===== src/rtl/pc_sequencer.sv =====
// pc_sequencer -- program counter sequencer with conditional branches,
// register jumps, halt/stall control and an optional return-address stack.
//
// Optional feature macro: PC_SEQ_RAS_EN
//   defined   : return-address stack, call/ret handling, overflow/underflow flags
//   undefined : call ignored, ret is a no-op, ras_overflow/ras_underflow tied to 0
//
// Ports
//   clk           : single clock, all state updates on the rising edge
//   rst           : asynchronous active-low reset
//   stall         : hold the PC this cycle, every other input ignored
//   hlt           : hold the PC and enter the sticky halted state
//   branch        : current instruction is a control transfer
//   cond          : branch condition code
//   Z, N, V       : zero / negative / overflow flags
//   addr_src      : 1 = PC-relative immediate target, 0 = register target
//   imm           : signed branch offset in instructions
//   reg_target    : absolute register target
//   call, ret     : push / pop of the return stack
//   pc            : current PC
//   pc_next_seq   : pc + INSTR_BYTES (combinational)
//   halted, ras_overflow, ras_underflow : sticky status, cleared by reset only
module pc_sequencer #(
  parameter int ADDR_W      = 16,
  parameter int IMM_W       = 9,
  parameter int INSTR_BYTES = 2,
  parameter int RAS_DEPTH   = 4,
  parameter logic [ADDR_W-1:0] RESET_ADDR = '0
) (
  input  logic              clk,
  input  logic              rst,
  input  logic              stall,
  input  logic              hlt,
  input  logic              branch,
  input  logic [2:0]        cond,
  input  logic              Z,
  input  logic              N,
  input  logic              V,
  input  logic              addr_src,
  input  logic [IMM_W-1:0]  imm,
  input  logic [ADDR_W-1:0] reg_target,
  input  logic              call,
  input  logic              ret,
  output logic [ADDR_W-1:0] pc,
  output logic [ADDR_W-1:0] pc_next_seq,
  output logic              halted,
  output logic              ras_overflow,
  output logic              ras_underflow
);

  typedef enum logic {ST_RUN, ST_HALT} state_t;

  state_t            state_q, state_d;
  logic [ADDR_W-1:0] pc_q, pc_d;
  logic              taken;
  logic [ADDR_W-1:0] imm_sext;
  logic [ADDR_W-1:0] target;

  assign pc_next_seq = pc_q + ADDR_W'(INSTR_BYTES);

  // Sign-extending size cast, then scale; unsigned multiply gives the
  // correct two's-complement product modulo 2^ADDR_W.
  assign imm_sext = ADDR_W'($signed(imm));
  assign target   = addr_src ? (pc_next_seq + imm_sext * ADDR_W'(INSTR_BYTES))
                             : reg_target;

  always_comb begin
    taken = 1'b0;
    case (cond)
      3'b000: taken = !Z;
      3'b001: taken = Z;
      3'b010: taken = !Z && !N;
      3'b011: taken = N;
      3'b100: taken = !N;
      3'b101: taken = Z || N;
      3'b110: taken = V;
      default: taken = 1'b1;
    endcase
    taken = taken && branch;
  end

`ifdef PC_SEQ_RAS_EN
  localparam int PTR_W = $clog2(RAS_DEPTH);
  localparam int CNT_W = PTR_W + 1;

  // Circular buffer: sp points at the next free slot. When full, a push
  // lands on the oldest entry, which is exactly the overwrite we want.
  logic [ADDR_W-1:0] ras_mem [RAS_DEPTH];
  logic [PTR_W-1:0]  sp_q, sp_d;
  logic [CNT_W-1:0]  cnt_q, cnt_d;
  logic              ovf_q, ovf_d;
  logic              unf_q, unf_d;
  logic              ras_we;
  logic [ADDR_W-1:0] ras_top;

  // The pop must redirect in the same cycle, so the top is read
  // combinationally (small distributed memory).
  assign ras_top = ras_mem[sp_q - PTR_W'(1)];

  always_comb begin
    pc_d    = pc_q;
    state_d = state_q;
    sp_d    = sp_q;
    cnt_d   = cnt_q;
    ovf_d   = ovf_q;
    unf_d   = unf_q;
    ras_we  = 1'b0;
    if (state_q == ST_HALT || stall) begin
      pc_d = pc_q;
    end else if (hlt) begin
      state_d = ST_HALT;
    end else if (ret) begin
      // A simultaneous call is dropped: ret wins outright.
      if (cnt_q != '0) begin
        pc_d  = ras_top;
        sp_d  = sp_q - PTR_W'(1);
        cnt_d = cnt_q - CNT_W'(1);
      end else begin
        pc_d  = pc_next_seq;
        unf_d = 1'b1;
      end
    end else if (taken) begin
      pc_d = target;
      if (call) begin
        ras_we = 1'b1;
        sp_d   = sp_q + PTR_W'(1);
        if (cnt_q == CNT_W'(RAS_DEPTH)) ovf_d = 1'b1;
        else                            cnt_d = cnt_q + CNT_W'(1);
      end
    end else begin
      pc_d = pc_next_seq;
    end
  end

  always_ff @(posedge clk or negedge rst) begin
    if (!rst) begin
      pc_q    <= RESET_ADDR;
      state_q <= ST_RUN;
      sp_q    <= '0;
      cnt_q   <= '0;
      ovf_q   <= 1'b0;
      unf_q   <= 1'b0;
    end else begin
      pc_q    <= pc_d;
      state_q <= state_d;
      sp_q    <= sp_d;
      cnt_q   <= cnt_d;
      ovf_q   <= ovf_d;
      unf_q   <= unf_d;
    end
  end

  // Storage carries no reset; emptiness is tracked by cnt_q alone.
  always_ff @(posedge clk) begin
    if (rst && ras_we) ras_mem[sp_q] <= pc_next_seq;
  end

  assign ras_overflow  = ovf_q;
  assign ras_underflow = unf_q;
`else
  logic ras_unused;
  assign ras_unused = &{1'b0, call, ret};

  always_comb begin
    pc_d    = pc_q;
    state_d = state_q;
    if (state_q == ST_HALT || stall) begin
      pc_d = pc_q;
    end else if (hlt) begin
      state_d = ST_HALT;
    end else if (taken) begin
      pc_d = target;
    end else begin
      pc_d = pc_next_seq;
    end
  end

  always_ff @(posedge clk or negedge rst) begin
    if (!rst) begin
      pc_q    <= RESET_ADDR;
      state_q <= ST_RUN;
    end else begin
      pc_q    <= pc_d;
      state_q <= state_d;
    end
  end

  assign ras_overflow  = 1'b0;
  assign ras_underflow = 1'b0;
`endif

  assign pc     = pc_q;
  assign halted = (state_q == ST_HALT);

endmodule


===== config.mk =====
export PLATFORM = sky130hd
export DESIGN_NAME = pc_sequencer
export DESIGN_NICKNAME = d
export VERILOG_FILES = /design/src/rtl/pc_sequencer.sv
export SDC_FILE = /design/constraint.sdc
export NUM_CORES = 1
export LEC_CHECK = 0
export CAP_MARGIN = 15
export CELL_PAD_IN_SITES_DETAIL_PLACEMENT = 0
export CELL_PAD_IN_SITES_GLOBAL_PLACEMENT = 1
export CORE_MARGIN = 2
export CORE_UTILIZATION = 35
export CTS_CLUSTER_SIZE = 10
export DETAILED_ROUTE_END_ITERATION = 6
export PLACE_DENSITY = 0.88
export SETUP_SLACK_MARGIN = 0.05
export SYNTH_ARGS = -nofsm -noshare
export SYNTH_HDL_FRONTEND = slang
export SYNTH_SLANG_ARGS = --single-unit

===== constraint.sdc =====
create_clock -name clk -period 4.75 [get_ports clk]
set_input_delay 0.7125 -clock clk [delete_from_list [all_inputs] [get_ports clk]]
set_output_delay 0.7125 -clock clk [all_outputs]
set_load 0.01 [all_outputs]

# After elaboration in Yosys (flattened, before gate mapping)
# Index checks and enable logic that the tools add are counted.
# word_totals
output_inout_bits	35
word_cells	24
ff_bits	17
inputBits	39
# classes
n_bitwise	2
mux	3
reduce_logical	9
eq_ne	6
add_sub_neg	2
# ops
op	count
16-bit 2-to-1 mux	2
16-bit adder	1
16-bit by 2-bit adder with 16-bit output (second input constant)	1
3-bit == test (second input constant)	3
1-bit one-hot mux with 7 select lines	1
3-bit by 2-bit == test with 1-bit output (second input constant)	2
2-bit AND reduction	2
3-bit by 1-bit == test with 1-bit output (second input constant)	1
3-bit logical NOT	1
1-bit logical AND	2
1-bit logical NOT	2
1-bit logical OR	2
1-bit NOT	2

# Logic depth before layout (Yosys ltp)
# Gate-level depths: netlist of the first run.
# logic_depth
word_depth	5
mapped_depth	13
mapped_depth_nobuf	13

# Least setup slack after synthesis of the first run
# OpenSTA, ideal clock, no wires.
# synth_timing
path_type	reg-to-reg
startpoint	register pc_q[3] (netlist: pc[3])
endpoint	register pc_q[13] (netlist: pc[13])
arrival_time_ps	3022
period_less_slack_ps	3148
path_slack_ps	1602
t_required_ps	4624
path_buffers	0
stages_incl_launch_ff	12
setup_ps	126
path_cell_list	dfrtp_1 > and3_4 > nand3_1 > or3_1 > xnor2_1 > ha_1 > a21oi_1 > o21ai_0 > o41ai_1 > xor2_1 > a21oi_1 > a221o_1
# synth_between
elab_chain_len	4
# synth_rtl
element	line_no	source
start: declaration	54	logic [ADDR_W-1:0] pc_q, pc_d;
start signal: assignment	183	pc_q <= pc_d;
16-bit by 2-bit adder with 16-bit output	59	assign pc_next_seq = pc_q + ADDR_W'(INSTR_BYTES);
named net pc_next_seq[10]	45	output logic [ADDR_W-1:0] pc_next_seq,
16-bit adder	64	assign target = addr_src ? (pc_next_seq + imm_sext * ADDR_W'(INSTR_BYTES))
16-bit 2-to-1 mux	64	
16-bit 2-to-1 mux	171	end else if (taken) begin
# The timed path passes the listed nets, and every way through them passes these cells.
# A chain may end at the register's enable or synchronous reset.

# Worst setup path in the final report of the first run
# layout_timing
startpoint	register pc_q[3] (netlist: pc[3])
endpoint	register pc_q[13] (netlist: pc[13])
# layout_between
elab_chain_len	4
# layout_rtl
element	line_no
16-bit by 2-bit adder with 16-bit output (*)	59
16-bit adder	64
16-bit 2-to-1 mux	64
16-bit 2-to-1 mux (*)	171
# Mark *: on every way between the ends. The rest lies on a longest branch, timed or not.

==> impl_metrics.json, run 1 <==
{
  "status": "completed",
  "cts_buffers": 3,
  "viasPerCell": 5.44,
  "die_w_um": 80.1,
  "synth-main-ff-cell": "dfrtp_1",
  "crit_path_end_kind": "flip-flop",
  "drive_above_1_share_pct": 4.69,
  "synth_top_family_by_area": "simple AND/OR/NAND/NOR gates",
  "report.final.slew_viol_count": 0,
  "hp-class": "reg -> reg",
  "synthCells": 257,
  "ios": 74,
  "slowest_delay_ns": 0.48,
  "layout_commonest_cell": "clkdlybuf4s50_1",
  "drc": 0,
  "die_area_mm2": 0.00641,
  "r2r_end": "pc[13]$_DFFE_PN0P_",
  "switching_power_w": 0.000311,
  "path_class": "reg -> reg",
  "start_kind": "flip-flop",
  "tightest_slew_ns": 0.782,
  "synth-compound-area-share_pct": 23.6,
  "hold_path_startpoint": "halted$_DFFE_PN0P_",
  "clock_latency_ns": 0.25,
  "synthToLayoutAreaGrowth_pct": 37.4,
  "first_iter_violations": 96,
  "combPwrFrac_pct": 58.8,
  "r2r-start": "pc[3]$_DFFE_PN0P_",
  "cp.arrival_ns": 3.56,
  "switching_share_pct": 40.7,
  "fill_cells": 557,
  "yosysWarnings": 0,
  "clkPwrFrac_pct": 14.6,
  "powerDensity_mw_per_mm2": 275,
  "synthAdderAreaFrac_pct": 12.1,
  "max_freq_ghz": 0.292,
  "cts_root_buf": "clkbuf_8",
  "ctsHoldBuffers": 0,
  "syn_area_mm2": 0.00203,
  "syn-mean-instance-area_um2": 7.88,
  "min_delay_worst_endpoint": "halted$_DFFE_PN0P_",
  "multi_input_area_mm2": 0.00148,
  "wl_per_cell_um": 15.0,
  "finalCritPeriodShare_pct": 72.0,
  "start_util_pct": 36.6,
  "synth-xor-area-share_pct": 9.94,
  "crit_chain": "and3_4 -> nand3_1 -> or3_1 -> xnor2_1 -> ha_1 -> a21oi_1 -> o21ai_0 -> o41ai_1 -> xor2_1 -> a21oi_1 -> a221o_1",
  "ff2ff_path_depth": 11,
  "skew_ns": 0.00166,
  "synth_cell_type_count": 53,
  "muxShareOfSynthArea_pct": 3.09,
  "hold_path_depth": 1,
  "relSlewSlack_pct": 47.7,
  "mostFrequentLayoutCells": "69 x clkdlybuf4s50_1, 27 x nand2_1, 22 x nor2_1, 18 x a21oi_1, 18 x ha_1",
  "seq_power_share_pct": 26.6,
  "coreArea_mm2": 0.00554,
  "critical_path_required_ns": 4.89,
  "drt.antenna.violating_nets": 0,
  "cp_slowest_cell": "dfrtp_1",
  "routed_wl_um": 5880,
  "maxCapViolations": 0,
  "grt_max_degree": 21,
  "port_buffers": 69,
  "post_cts_buffers": 0,
  "hold_viol_final": 0,
  "cts_tree": "built",
  "setup_viol": 0,
  "dr.pass1.iters": 4,
  "r2r_slack_ns": 1.33,
  "diodes": 0,
  "rows": 27,
  "stdcell_area_mm2": 0.00278,
  "globalplace.congestion": 0.860,
  "die_h_um": 80.1,
  "cts.sinks": 17,
  "grt-ovfl-total": 0,
  "ys_async_sr_fraction_pct": 100,
  "fin_crit_ns": 3.42,
  "crit_path_frequent_cell": "a21oi_1",
  "ir_worst_vdd_v": 0.000171,
  "p_leak_nw": 1.14,
  "yosys.area_share.simple_pct": 23.8,
  "grt_pass1_vias": 2058,
  "regArea_um2": 425,
  "clk_path_buf_depth": 2,
  "htree_levels": 1,
  "final.setup.tns_ns": 0,
  "ys_seq_area_share_pct": 21.0,
  "grt_pass1_wl_um": 9730,
  "synth_edf_count": 0,
  "dr_total_vias": 2134,
  "nets": 379,
  "dp_hpwl_um": 4540,
  "placed_area_mm2": 0.00274,
  "critPathMaxFanout": 7,
  "cts_resized": 0,
  "clk_pin_slew_worst_paths_ns": 0.07,
  "rsz0062_at_grt": "no",
  "grt_usage_pct": 19.2,
  "synth_seq_cells": 17,
  "antenna_found_initial": 0,
  "timing.hold.ws_ns": 0.518,
  "p_int_w": 0.000454
}
-- synthesized netlist by cell type (2+ instances only) --
cell type,number,share of area [%]
and2_1,2,0.62
ha_1,18,11
buf_4,3,1.1
o31ai_1,2,0.74
xor2_1,11,4.8
inv_1,10,1.9
a31oi_1,8,2.5
nor2b_1,4,1.2
a221o_1,2,0.99
nor2_1,22,4.1
o21ai_0,15,3.7
nand4_1,4,1.2
a21o_1,3,1.1
o211ai_1,2,0.74
nor3_1,4,0.99
nand2b_1,4,1.2
or3_1,5,1.5
xnor2_1,12,5.2
o21a_1,2,0.74
nor4_1,2,0.62
mux2_2,2,1.1
a22o_1,2,0.86
and3_1,2,0.62
a211oi_1,5,1.9
mux2i_1,4,2.0
a21oi_1,18,4.4
dfrtp_1,17,21
nand3_1,12,3.0
nand2_1,27,5.0
clkbuf_1,8,1.5
o311ai_0,2,0.86
o41ai_1,2,0.86
-- logic make-up after synthesis --
group / count (synthesis)
AO/OA/AOI/OAI: 73
XOR/XNOR: 23
adder cells (fa/ha/maj): 19
buffers and inverters: 23
flip-flops: 17
multiplexers: 6
other: 1
AND/OR/NAND/NOR: 95
-- power groups by stage --
stage	Clock, W	Sequential (W)	Combinational [W]
finish	0.000111	0.000204	0.000450
global route	0.000123	0.000208	0.000500
CTS	0.000113	0.000203	0.000452
detailed placement	0	0.000205	0.000449
global placement	0	0.000205	0.000447
floorplan	0	0.000206	0.000270
-- flip-flops by register name, indices dropped and copies added, names as in the netlist --
| signal | count |
|---|---|
| pc | 16 |
| halted | 1 |
-- worst max-delay path by stage --
stage | start | end | slack, ns | depth (start not counted)
2_1_floorplan | pc[3]$_DFFE_PN0P_ | pc[13]$_DFFE_PN0P_ | 1.60 | 11
3_3_place_gp | imm[0] | pc[15]$_DFFE_PN0P_ | 1.39 | 11
3_5_place_dp | imm[0] | pc[15]$_DFFE_PN0P_ | 1.35 | 11
4_1_cts | pc[3]$_DFFE_PN0P_ | pc[13]$_DFFE_PN0P_ | 1.36 | 11
5_1_grt | pc[3]$_DFFE_PN0P_ | pc[13]$_DFFE_PN0P_ | 1.06 | 11
6_report | pc[3]$_DFFE_PN0P_ | pc[13]$_DFFE_PN0P_ | 1.33 | 11
-- worst max-delay path: cells and delay by family, from the launching register on --
kind / cells / cell delay (ns)
compound gates: 5 / 1.12
simple gates: 3 / 0.88
flops: 1 / 0.48
xor+xnor: 2 / 0.48
fa+ha+maj: 1 / 0.35
-- through the flow --
stage	utilization, %	setup WS [ns]	power (W)	std cells
final	50.2	1.33	0.000765	392
after global routing	50.2	1.06	0.000831	392
after CTS	50.2	1.36	0.000768	392
after detailed placement	49.4	1.35	0.000654	388
after global placement	49.4	1.39	0.000652	388
after floorplan	-	1.60	0.000475	258
-- layer usage --
| layer | vias up | global-route usage [%] | part of all wire [%] |
|---|---|---|---|
| li1 | 1066 | - | - |
| met1 | 983 | 24.3 | 44 |
| met2 | 85 | 33.8 | 48 |
| met3 | 0 | 4.83 | 7.9 |
| met4 | 0 | 2.03 | 0 |
| met5 | - | 0 | 0 |
-- area by class of cell --
class                      count  area share (%)
clock buffer                   3            1.48
timing repair buffer          71            25.4
multi-input combinational    218            53.1
clock inverter                 1           0.180
sequential                    17            15.3
tap                           72            3.24
inverter                      10            1.35
Note: power is estimated with default switching activity, not from simulation.
==> inputs of run 2 (changes only) <==
- CORE_UTILIZATION: 35 -> 32
- PLACE_DENSITY: 0.88 -> 0.82
- clock period: 4.75 -> 3.2 ns (I/O delays scaled with it)
==> impl_metrics.json, run 2 (synthesized netlist as in run 1, its figures left out) <==
{
  "mostFrequentLayoutCells": "69 x clkdlybuf4s50_1, 27 x nand2_1, 22 x nor2_1, 22 x buf_4",
  "fin_crit_ns": 2.99,
  "layout_commonest_cell": "clkdlybuf4s50_1",
  "clock_latency_ns": 0.26,
  "powerDensity_mw_per_mm2": 406,
  "diodes": 0,
  "setup_viol": 0,
  "clk_path_buf_depth": 2,
  "ios": 74,
  "fin_ws_ns": 0.212,
  "max_freq_ghz": 0.335,
  "cp.arrival_ns": 3.13,
  "grt-ovfl-total": 0,
  "cts_tree": "built",
  "status": "completed",
  "wl_per_cell_um": 15.3,
  "start_kind": "flip-flop",
  "critPathMaxFanout": 7,
  "tightest_slew_ns": 0.831,
  "placed_area_mm2": 0.00288,
  "finalCritPeriodShare_pct": 93.4,
  "dr_total_vias": 2227,
  "cts_root_buf": "clkbuf_8",
  "final.setup.tns_ns": 0,
  "die_w_um": 83.6,
  "hold_path_startpoint": "halted$_DFFE_PN0P_",
  "viasPerCell": 5.37,
  "clk_pin_slew_worst_paths_ns": 0.07,
  "hp-class": "reg -> reg",
  "stdcell_area_mm2": 0.00299,
  "crit_end": "pc[15]$_DFFE_PN0P_",
  "r2r-start": "pc[4]$_DFFE_PN0P_",
  "port_buffers": 69,
  "drive_above_1_share_pct": 12.9,
  "ir_worst_vdd_v": 0.000218,
  "antenna_found_initial": 0,
  "fill_cells": 621,
  "die_h_um": 83.6,
  "dp_slack_ns": 0.0203,
  "coreArea_mm2": 0.00603,
  "crit_path_end_kind": "flip-flop",
  "ctsHoldBuffers": 0,
  "maxCapViolations": 0,
  "cts_buffers": 3,
  "globalplace.congestion": 0.813,
  "grt_max_degree": 18,
  "largest_reg_flops": 16,
  "dp_hpwl_um": 5010,
  "drt.antenna.violating_nets": 0,
  "ff2ff_path_depth": 10,
  "grt_usage_pct": 17.5,
  "critical_path_required_ns": 3.34,
  "r2r_end": "pc[15]$_DFFE_PN0P_",
  "rows": 28,
  "report.final.slew_viol_count": 0,
  "p_leak_nw": 1.27,
  "rsz0062_at_grt": "yes",
  "synthToLayoutAreaGrowth_pct": 47.7,
  "die_area_mm2": 0.00698,
  "grt_pass1_wl_um": 10100,
  "htree_levels": 1,
  "nets": 399,
  "dr.pass1.iters": 4,
  "r2r_slack_ns": 0.21,
  "drc": 0,
  "grt_pass1_vias": 2147,
  "start_util_pct": 33.6,
  "relSlewSlack_pct": 44.5,
  "path_class": "reg -> reg",
  "routed_wl_um": 6340,
  "cts.sinks": 17,
  "cp-startpoint": "pc[4]$_DFFE_PN0P_",
  "first_iter_violations": 91,
  "hold_viol_final": 0,
  "skew_ns": 0.00263
}
==> run 2: layout make-up <==
class	instances	area (um2)	share of cell area, %
Timing Repair Buffer	91	856	28.6
Sequential cell	17	427	14.3
Multi-Input combinational cell	218	1530	51.2
Tap cell	75	93.8	3.14
Inverter	10	37.5	1.25
Clock buffer	4	45.0	1.51
==> run 2: metal layers <==
metal | track usage, % | routed length, um | vias up
met1 | 23.3 | 2920 | 1023
met5 | 0 | 0 | -
met2 | 29.2 | 2910 | 89
met3 | 2.97 | 425 | 9
li1 | - | - | 1106
met4 | 4.69 | 86 | 0
==> run 2: worst min-delay path by stage <==
stage,endpoint,cells past startpoint
2_1_floorplan,halted$_DFFE_PN0P_,0
3_3_place_gp,halted$_DFFE_PN0P_,1
3_5_place_dp,halted$_DFFE_PN0P_,1
4_1_cts,halted$_DFFE_PN0P_,1
5_1_grt,halted$_DFFE_PN0P_,1
6_report,halted$_DFFE_PN0P_,1
==> run 2: critical path, stage by stage, from the launching register on <==
cell      delay, ns
dfrtp_1        0.36
and3_4         0.21
nand3_1        0.15
or3_1          0.45
nor2_1         0.24
xnor2_1        0.21
ha_1           0.36
a21oi_1        0.18
o211ai_1       0.15
and4_4         0.21
or3_1          0.33
==> run 2: repair_timing <==
item | 4_1_cts | 5_1_grt
gates resized for setup | 2 | 9
buffers inserted | 0 | 1
pin swaps | 0 | 1
setup endpoints to repair | 1 | 5
==> run 2: stage by stage <==
step / hold slack, ns / power [W] / std cells / util [%]
2_1_floorplan: 0.184 / 0.000706 / 258 / -
3_3_place_gp: 0.482 / 0.00102 / 410 / 47.8
3_5_place_dp: 0.500 / 0.00103 / 410 / 47.8
4_1_cts: 0.514 / 0.00121 / 414 / 48.8
5_1_grt: 0.556 / 0.00131 / 415 / 49.6
6_report: 0.512 / 0.00121 / 415 / 49.6
==> run 2: power breakdown <==
part           internal (W)  switching [W]  leakage [nW]
registers          0.000247      0.0000391         0.208
logic              0.000393       0.000368          1.03
clock network     0.0000885      0.0000780        0.0228
